[src/rtl/gpio_ctrl.sv]
// Two-bank GPIO controller: output/enable registers with set/clear/toggle aliases,
// synchronized pad inputs with rising-edge interrupt capture, one-cycle register reads.
module gpio_ctrl #(
    parameter int NUM_PINS = 48
) (
    input  logic                clk,
    input  logic                rst,
    input  logic [7:0]          addr,
    input  logic                wr_en,
    input  logic [3:0]          wr_strb,
    input  logic [31:0]         wr_data,
    input  logic                rd_en,
    output logic [31:0]         rd_data,
    output logic                rd_valid,
    input  logic [NUM_PINS-1:0] gpio_i,
    output logic [NUM_PINS-1:0] gpio_o,
    output logic [NUM_PINS-1:0] gpio_oe,
    output logic                irq
);

    localparam logic [63:0] PIN_MASK = (NUM_PINS >= 64) ? {64{1'b1}}
                                                        : ((64'd1 << NUM_PINS) - 64'd1);

    localparam logic [2:0] REG_IN      = 3'd0;
    localparam logic [2:0] REG_OUT     = 3'd1;
    localparam logic [2:0] REG_OE      = 3'd2;
    localparam logic [2:0] REG_IRQ_EN  = 3'd3;
    localparam logic [2:0] REG_PEND    = 3'd4;
    localparam logic [2:0] REG_OUT_SET = 3'd5;
    localparam logic [2:0] REG_OUT_CLR = 3'd6;
    localparam logic [2:0] REG_OUT_TOG = 3'd7;

    logic [63:0] out_q, out_d;
    logic [63:0] oe_q, oe_d;
    logic [63:0] irq_en_q, irq_en_d;
    logic [63:0] irq_pend_q, irq_pend_d;
    logic [63:0] sync1_q, sync1_d;
    logic [63:0] sync2_q, sync2_d;
    logic [63:0] prev_q, prev_d;
    logic [31:0] rd_data_q, rd_data_d;
    logic        rd_valid_q, rd_valid_d;

    logic [2:0]  reg_idx;
    logic [31:0] byte_mask32;
    logic [63:0] wr_mask;
    logic [63:0] wr_bits;
    logic [63:0] pad_ext;
    logic [63:0] edge_set;
    logic [63:0] w1c_bits;
    logic [63:0] rd_sel;
    logic [31:0] rd_word;
    logic        unused_addr;

    assign reg_idx     = addr[4:2];
    assign unused_addr = ^{addr[7:6], addr[1:0]};

    // Widen the pad bus to the full 64-bit register space.
    always_comb begin
        pad_ext                 = 64'd0;
        pad_ext[NUM_PINS-1:0]   = gpio_i;
    end

    // Position byte-masked write data in the addressed bank, dropping unimplemented pins.
    always_comb begin
        byte_mask32 = {{8{wr_strb[3]}}, {8{wr_strb[2]}}, {8{wr_strb[1]}}, {8{wr_strb[0]}}};
        if (addr[5]) begin
            wr_mask = {byte_mask32, 32'd0} & PIN_MASK;
            wr_bits = {wr_data, 32'd0} & wr_mask;
        end else begin
            wr_mask = {32'd0, byte_mask32} & PIN_MASK;
            wr_bits = {32'd0, wr_data} & wr_mask;
        end
    end

    // Register next-state: host writes, edge capture and the input synchronizer.
    always_comb begin
        out_d    = out_q;
        oe_d     = oe_q;
        irq_en_d = irq_en_q;
        w1c_bits = 64'd0;
        if (wr_en) begin
            case (reg_idx)
                REG_OUT:     out_d    = (out_q & ~wr_mask) | wr_bits;
                REG_OE:      oe_d     = (oe_q & ~wr_mask) | wr_bits;
                REG_IRQ_EN:  irq_en_d = (irq_en_q & ~wr_mask) | wr_bits;
                REG_PEND:    w1c_bits = wr_bits;
                REG_OUT_SET: out_d    = out_q | wr_bits;
                REG_OUT_CLR: out_d    = out_q & ~wr_bits;
                REG_OUT_TOG: out_d    = out_q ^ wr_bits;
                default:     out_d    = out_q;
            endcase
        end else begin
            w1c_bits = 64'd0;
        end
        // A new edge is OR-ed in after the clear so it survives a same-cycle W1C.
        edge_set   = sync2_q & ~prev_q & irq_en_q;
        irq_pend_d = (irq_pend_q & ~w1c_bits) | edge_set;
        sync1_d    = pad_ext & PIN_MASK;
        sync2_d    = sync1_q;
        prev_d     = sync2_q;
    end

    // Read mux samples the registers as they are before this cycle's write.
    always_comb begin
        case (reg_idx)
            REG_IN:     rd_sel = sync2_q;
            REG_OUT:    rd_sel = out_q;
            REG_OE:     rd_sel = oe_q;
            REG_IRQ_EN: rd_sel = irq_en_q;
            REG_PEND:   rd_sel = irq_pend_q;
            default:    rd_sel = 64'd0;
        endcase
        rd_word = addr[5] ? rd_sel[63:32] : rd_sel[31:0];
        if (rd_en) begin
            rd_data_d = rd_word;
        end else begin
            rd_data_d = rd_data_q;
        end
        rd_valid_d = rd_en;
    end

    // All state, cleared synchronously by rst.
    always_ff @(posedge clk) begin
        if (rst) begin
            out_q      <= 64'd0;
            oe_q       <= 64'd0;
            irq_en_q   <= 64'd0;
            irq_pend_q <= 64'd0;
            sync1_q    <= 64'd0;
            sync2_q    <= 64'd0;
            prev_q     <= 64'd0;
            rd_data_q  <= 32'd0;
            rd_valid_q <= 1'b0;
        end else begin
            out_q      <= out_d;
            oe_q       <= oe_d;
            irq_en_q   <= irq_en_d;
            irq_pend_q <= irq_pend_d;
            sync1_q    <= sync1_d;
            sync2_q    <= sync2_d;
            prev_q     <= prev_d;
            rd_data_q  <= rd_data_d;
            rd_valid_q <= rd_valid_d;
        end
    end

    assign rd_data  = rd_data_q;
    assign rd_valid = rd_valid_q;
    assign gpio_o   = out_q[NUM_PINS-1:0];
    assign gpio_oe  = oe_q[NUM_PINS-1:0];
    assign irq      = |(irq_pend_q & irq_en_q);

endmodule

[config.mk]
export PLATFORM = sky130hd
export DESIGN_NAME = gpio_ctrl
export DESIGN_NICKNAME = d
export VERILOG_FILES = /design/src/rtl/gpio_ctrl.sv
export SDC_FILE = /design/constraint.sdc
export NUM_CORES = 1
export LEC_CHECK = 0
export CELL_PAD_IN_SITES_DETAIL_PLACEMENT = 1
export CELL_PAD_IN_SITES_GLOBAL_PLACEMENT = 1
export CORE_MARGIN = 4
export CORE_UTILIZATION = 45
export CTS_CLUSTER_DIAMETER = 80
export CTS_CLUSTER_SIZE = 25
export DETAILED_ROUTE_END_ITERATION = 10
export GPL_ROUTABILITY_DRIVEN = 0
export GPL_TIMING_DRIVEN = 0
export PLACE_DENSITY_LB_ADDON = 0.25
export SLEW_MARGIN = 20
export SYNTH_ARGS = -nofsm -noshare
export SYNTH_HDL_FRONTEND = slang
export SYNTH_SLANG_ARGS = --single-unit
[constraint.sdc]
create_clock -name clk -period 4.7 [get_ports clk]
set_clock_uncertainty 0.15 [all_clocks]
set_input_delay 0.705 -clock clk [delete_from_list [all_inputs] [get_ports clk]]
set_output_delay 0.705 -clock clk [all_outputs]
set_load 0.05 [all_outputs]
==> metrics.md <==
| Metric | Value |
|---|---|
| Status | complete, no violations |
| RSZ-0062 raised after global routing | false |
| Min-Delay Endpoint | prev_d[37] |
| Max-cap violations | 0 |
| Number of global-route vias before repair | 16,537 |
| Worst vdd ir | 268 uV |
| Die area | 39,300 um2 |
| Area growth syn-to-layout | 20.9% |
| Io pins | 226 |
| Pin slew with the least headroom to its limit | 1020 ps |
| CP peak stage delay | 740 ps |
| Worst skew pair latency | 560 ps |
| DRC Markers | 0 |
| Critical path class | flip-flop to primary output |
| First-pass GRT wire length | 102,000 um |
| Cell Count, Final, Fillers Out | 2,571 |
| Routed len/inst | 27.0 um |
| FF-to-FF End | rd_data[13] |
| Post-DR vias/cell | 6.35 |
| Final wirelength | 69,500 um |
| Max Clk Rate | 238 MHz |
| CTS Buf Count | 20 |
| Layout cell share with drive strength beyond 1 | 5.60% |
| Ys Warns | 0 |
| Clock buffer depth | 3 |
| Die X | 198 um |
| Top cell type's share of synthesized area | 45.4% |
| Tot GR Track Use | 33.9% |
| DR iter-0 viols | 1,845 |
| Postcts setup bufs | 0 |
| PwrDens | 309 nW/um2 |
| HPWL after detailed placement | 51,800 um |
| Commonest non-fill, non-tap cell in the layout | dfxtp_1 |
| CP max-delay cell | clkdlybuf4s50_1 |
| Port Buf Inserts | 218 |
| Critical Path Fanout Max | 3 |
| Pins Over Slew Limit | 0 |
| Core Region | 35,700 um2 |
| Reg-to-reg startpoint | irq_en_q[45] |
| ANT nets after route | 0 |
| Initial core utilization | 45.6% |
| Most frequent cells in the layout | dfxtp_1, clkdlybuf4s50_1, a21oi_1 |
| Cell count after synthesis | 1,860 |
| Final Cell Area | 19,700 um2 |
| Worst r2r path cells | 5 |
| Seq/Total Area, Yosys | 45.4% |
| Register area | 7390 um2 |
| Crit path time final | 4200 ps |
| Final setup fails | 0 |
| Reg2reg setup slack | 2820 ps |
| Number of synthesized register bits | 369 |
| Vias post-DR | 16,324 |
| Sink Count | 369 |
| Drt pass-1 iters | 7 |
| # nets final | 2,244 |
| Post-cts resize count | 0 |
| Site row count | 69 |
| Tcrit/Tclk final | 89.4% |
| Fin Hold WS | 279 ps |
| Syn Nets | 2,004 |
| Worst-path cell chain | a22o_1 -> a221oi_1 -> nand4_1 -> or4_1 -> clkdlybuf4s50_1 |
| Hold_sp | sync1_q[37] |
| GRT overflow | 0 |
| TritonCTS clock tree | built |
| Multi-input gate area | 8090 um2 |
| LEAKAGE | 0.00706 uW |
| CP startpoint kind | flip-flop |
| Hold Path Class | flip-flop to flip-flop |
| Pin count of the biggest net entering global routing | 26 |
| Initial antenna violation count | 1 |
| H-tree depth | 1 |
| Post-synth cell types | 32 |
| Cts hold-fix bufs | 0 |
| Synthesized area | 16,300 um2 |
| Mean Syn Cell Area | 8.74 um2 |
| Crit end category | primary output |
| Synth top area cells | dfxtp_1, a21oi_1, nor2b_1 |
| Post-synth top area cell | dfxtp_1 |
| Max-slew headroom | 32.2% |
| Hold Vio Cnt, Final | 0 |
| Fill cell count | 4,174 |
| Placed cell areas | 19,000 um2 |
| Setup TNS | 0 ps |
| WP data required | 3850 ps |
| Die height | 198 um |
| Worst EP arrival | 3350 ps |
| Root buffer cell | clkbuf_16 |
| CTS clock-pin slew for the worst setup and hold paths | 100 ps |
| Hold Path Stages | 1 |
| Placed cells | 2,539 |
[cells by family (layout without fill, tap and decap cells)]
| group | after synthesis | after routing | share of synthesized area (%) |
|---|---|---|---|
| AO/OA/AOI/OAI | 594 | 594 | 22.0 |
| AND/OR/NAND/NOR | 568 | 568 | 18.2 |
| flip-flops | 369 | 369 | 45.4 |
| buffers and inverters | 191 | 440 | 4.85 |
| multiplexers | 90 | 90 | 5.91 |
| adder cells (fa/ha/maj) | 48 | 48 | 3.69 |
| other | 0 | 1 | 0 |
[stage by stage]
step | setup WS (ps) | total power (uW) | util, %
finish | 497 | 6070 | 55.1
global route | 526 | 6230 | 55.1
CTS | 586 | 6060 | 55.1
detailed placement | 809 | 4110 | 53.4
global placement | 920 | 4080 | 53.4
floorplan | 2150 | 3740 | -
[worst max-delay path: cells and delay by family (launching register included)]
kind | cells | cell delay, ps
and+or+nand+nor | 2 | 830
buffers and inverters | 1 | 740
AOI/OAI and AO/OA | 2 | 850
DFF | 1 | 370
[Yosys cell counts]
cell	n
nor3b_1	17
nor3_4	1
nand2b_1	5
a22o_1	41
nor4_4	2
clkbuf_1	107
mux2_2	48
nand3_2	1
buf_2	33
buf_6	3
a21oi_1	197
mux2i_1	42
or2_1	1
nand4_1	2
inv_1	41
or3_1	1
nand3b_1	49
o22ai_1	48
buf_4	2
ha_1	48
a22oi_1	116
and2_1	4
buf_1	5
o21ai_0	155
nand2_1	160
a221oi_1	25
o21ai_1	12
nand3_1	82
nor2_1	88
dfxtp_1	369
nor2b_1	154
or4_1	1
[per-layer routing]
metal	share of wire (%)	global-route usage, %	vias to the layer above	wire length, um
met5	0.016	0	-	11
met4	7.1	20.0	2	4960
met3	8.8	5.92	255	6130
met2	44	52.5	959	30400
met1	40	44.5	8016	28000
li1	-	-	7092	-
[sequential cells by signal, indices dropped and copies added, names as in the netlist]
name	cells
irq_pend_q	48
sync1_q	48
irq_en_q	48
rd_valid	1
rd_data	32
out_q	48
oe_q	48
prev_d	48
prev_q	48
[final cells by class]
class                   count  area share [%]
multi-input cells        1300            41.2
clock inverters             5           0.344
diodes                      1          0.0127
clock buffers              26            2.87
flip-flops and latches    369            37.6
plain buffers             150            3.23
repair buffers            218            11.1
well taps                 461            2.93
inverters                  41           0.783
[how the worst max path moves through the flow]
stage | startpoint | end
after global routing | irq_pend_q[16] | irq
after floorplan | addr[5] | out_q[7]
after CTS | irq_en_q[16] | irq
after detailed placement | addr[5] | out_q[7]
final | irq_pend_q[16] | irq
after global placement | addr[5] | out_q[7]
[power by group]
part	switching, uW	internal, uW	leakage [uW]
Clock	1130	876	0.000301
Combinational	534	264	0.00375
Sequential	66.7	3200	0.00300
Total	1730	4340	0.00706
Note: power is estimated with default switching activity, not from simulation.
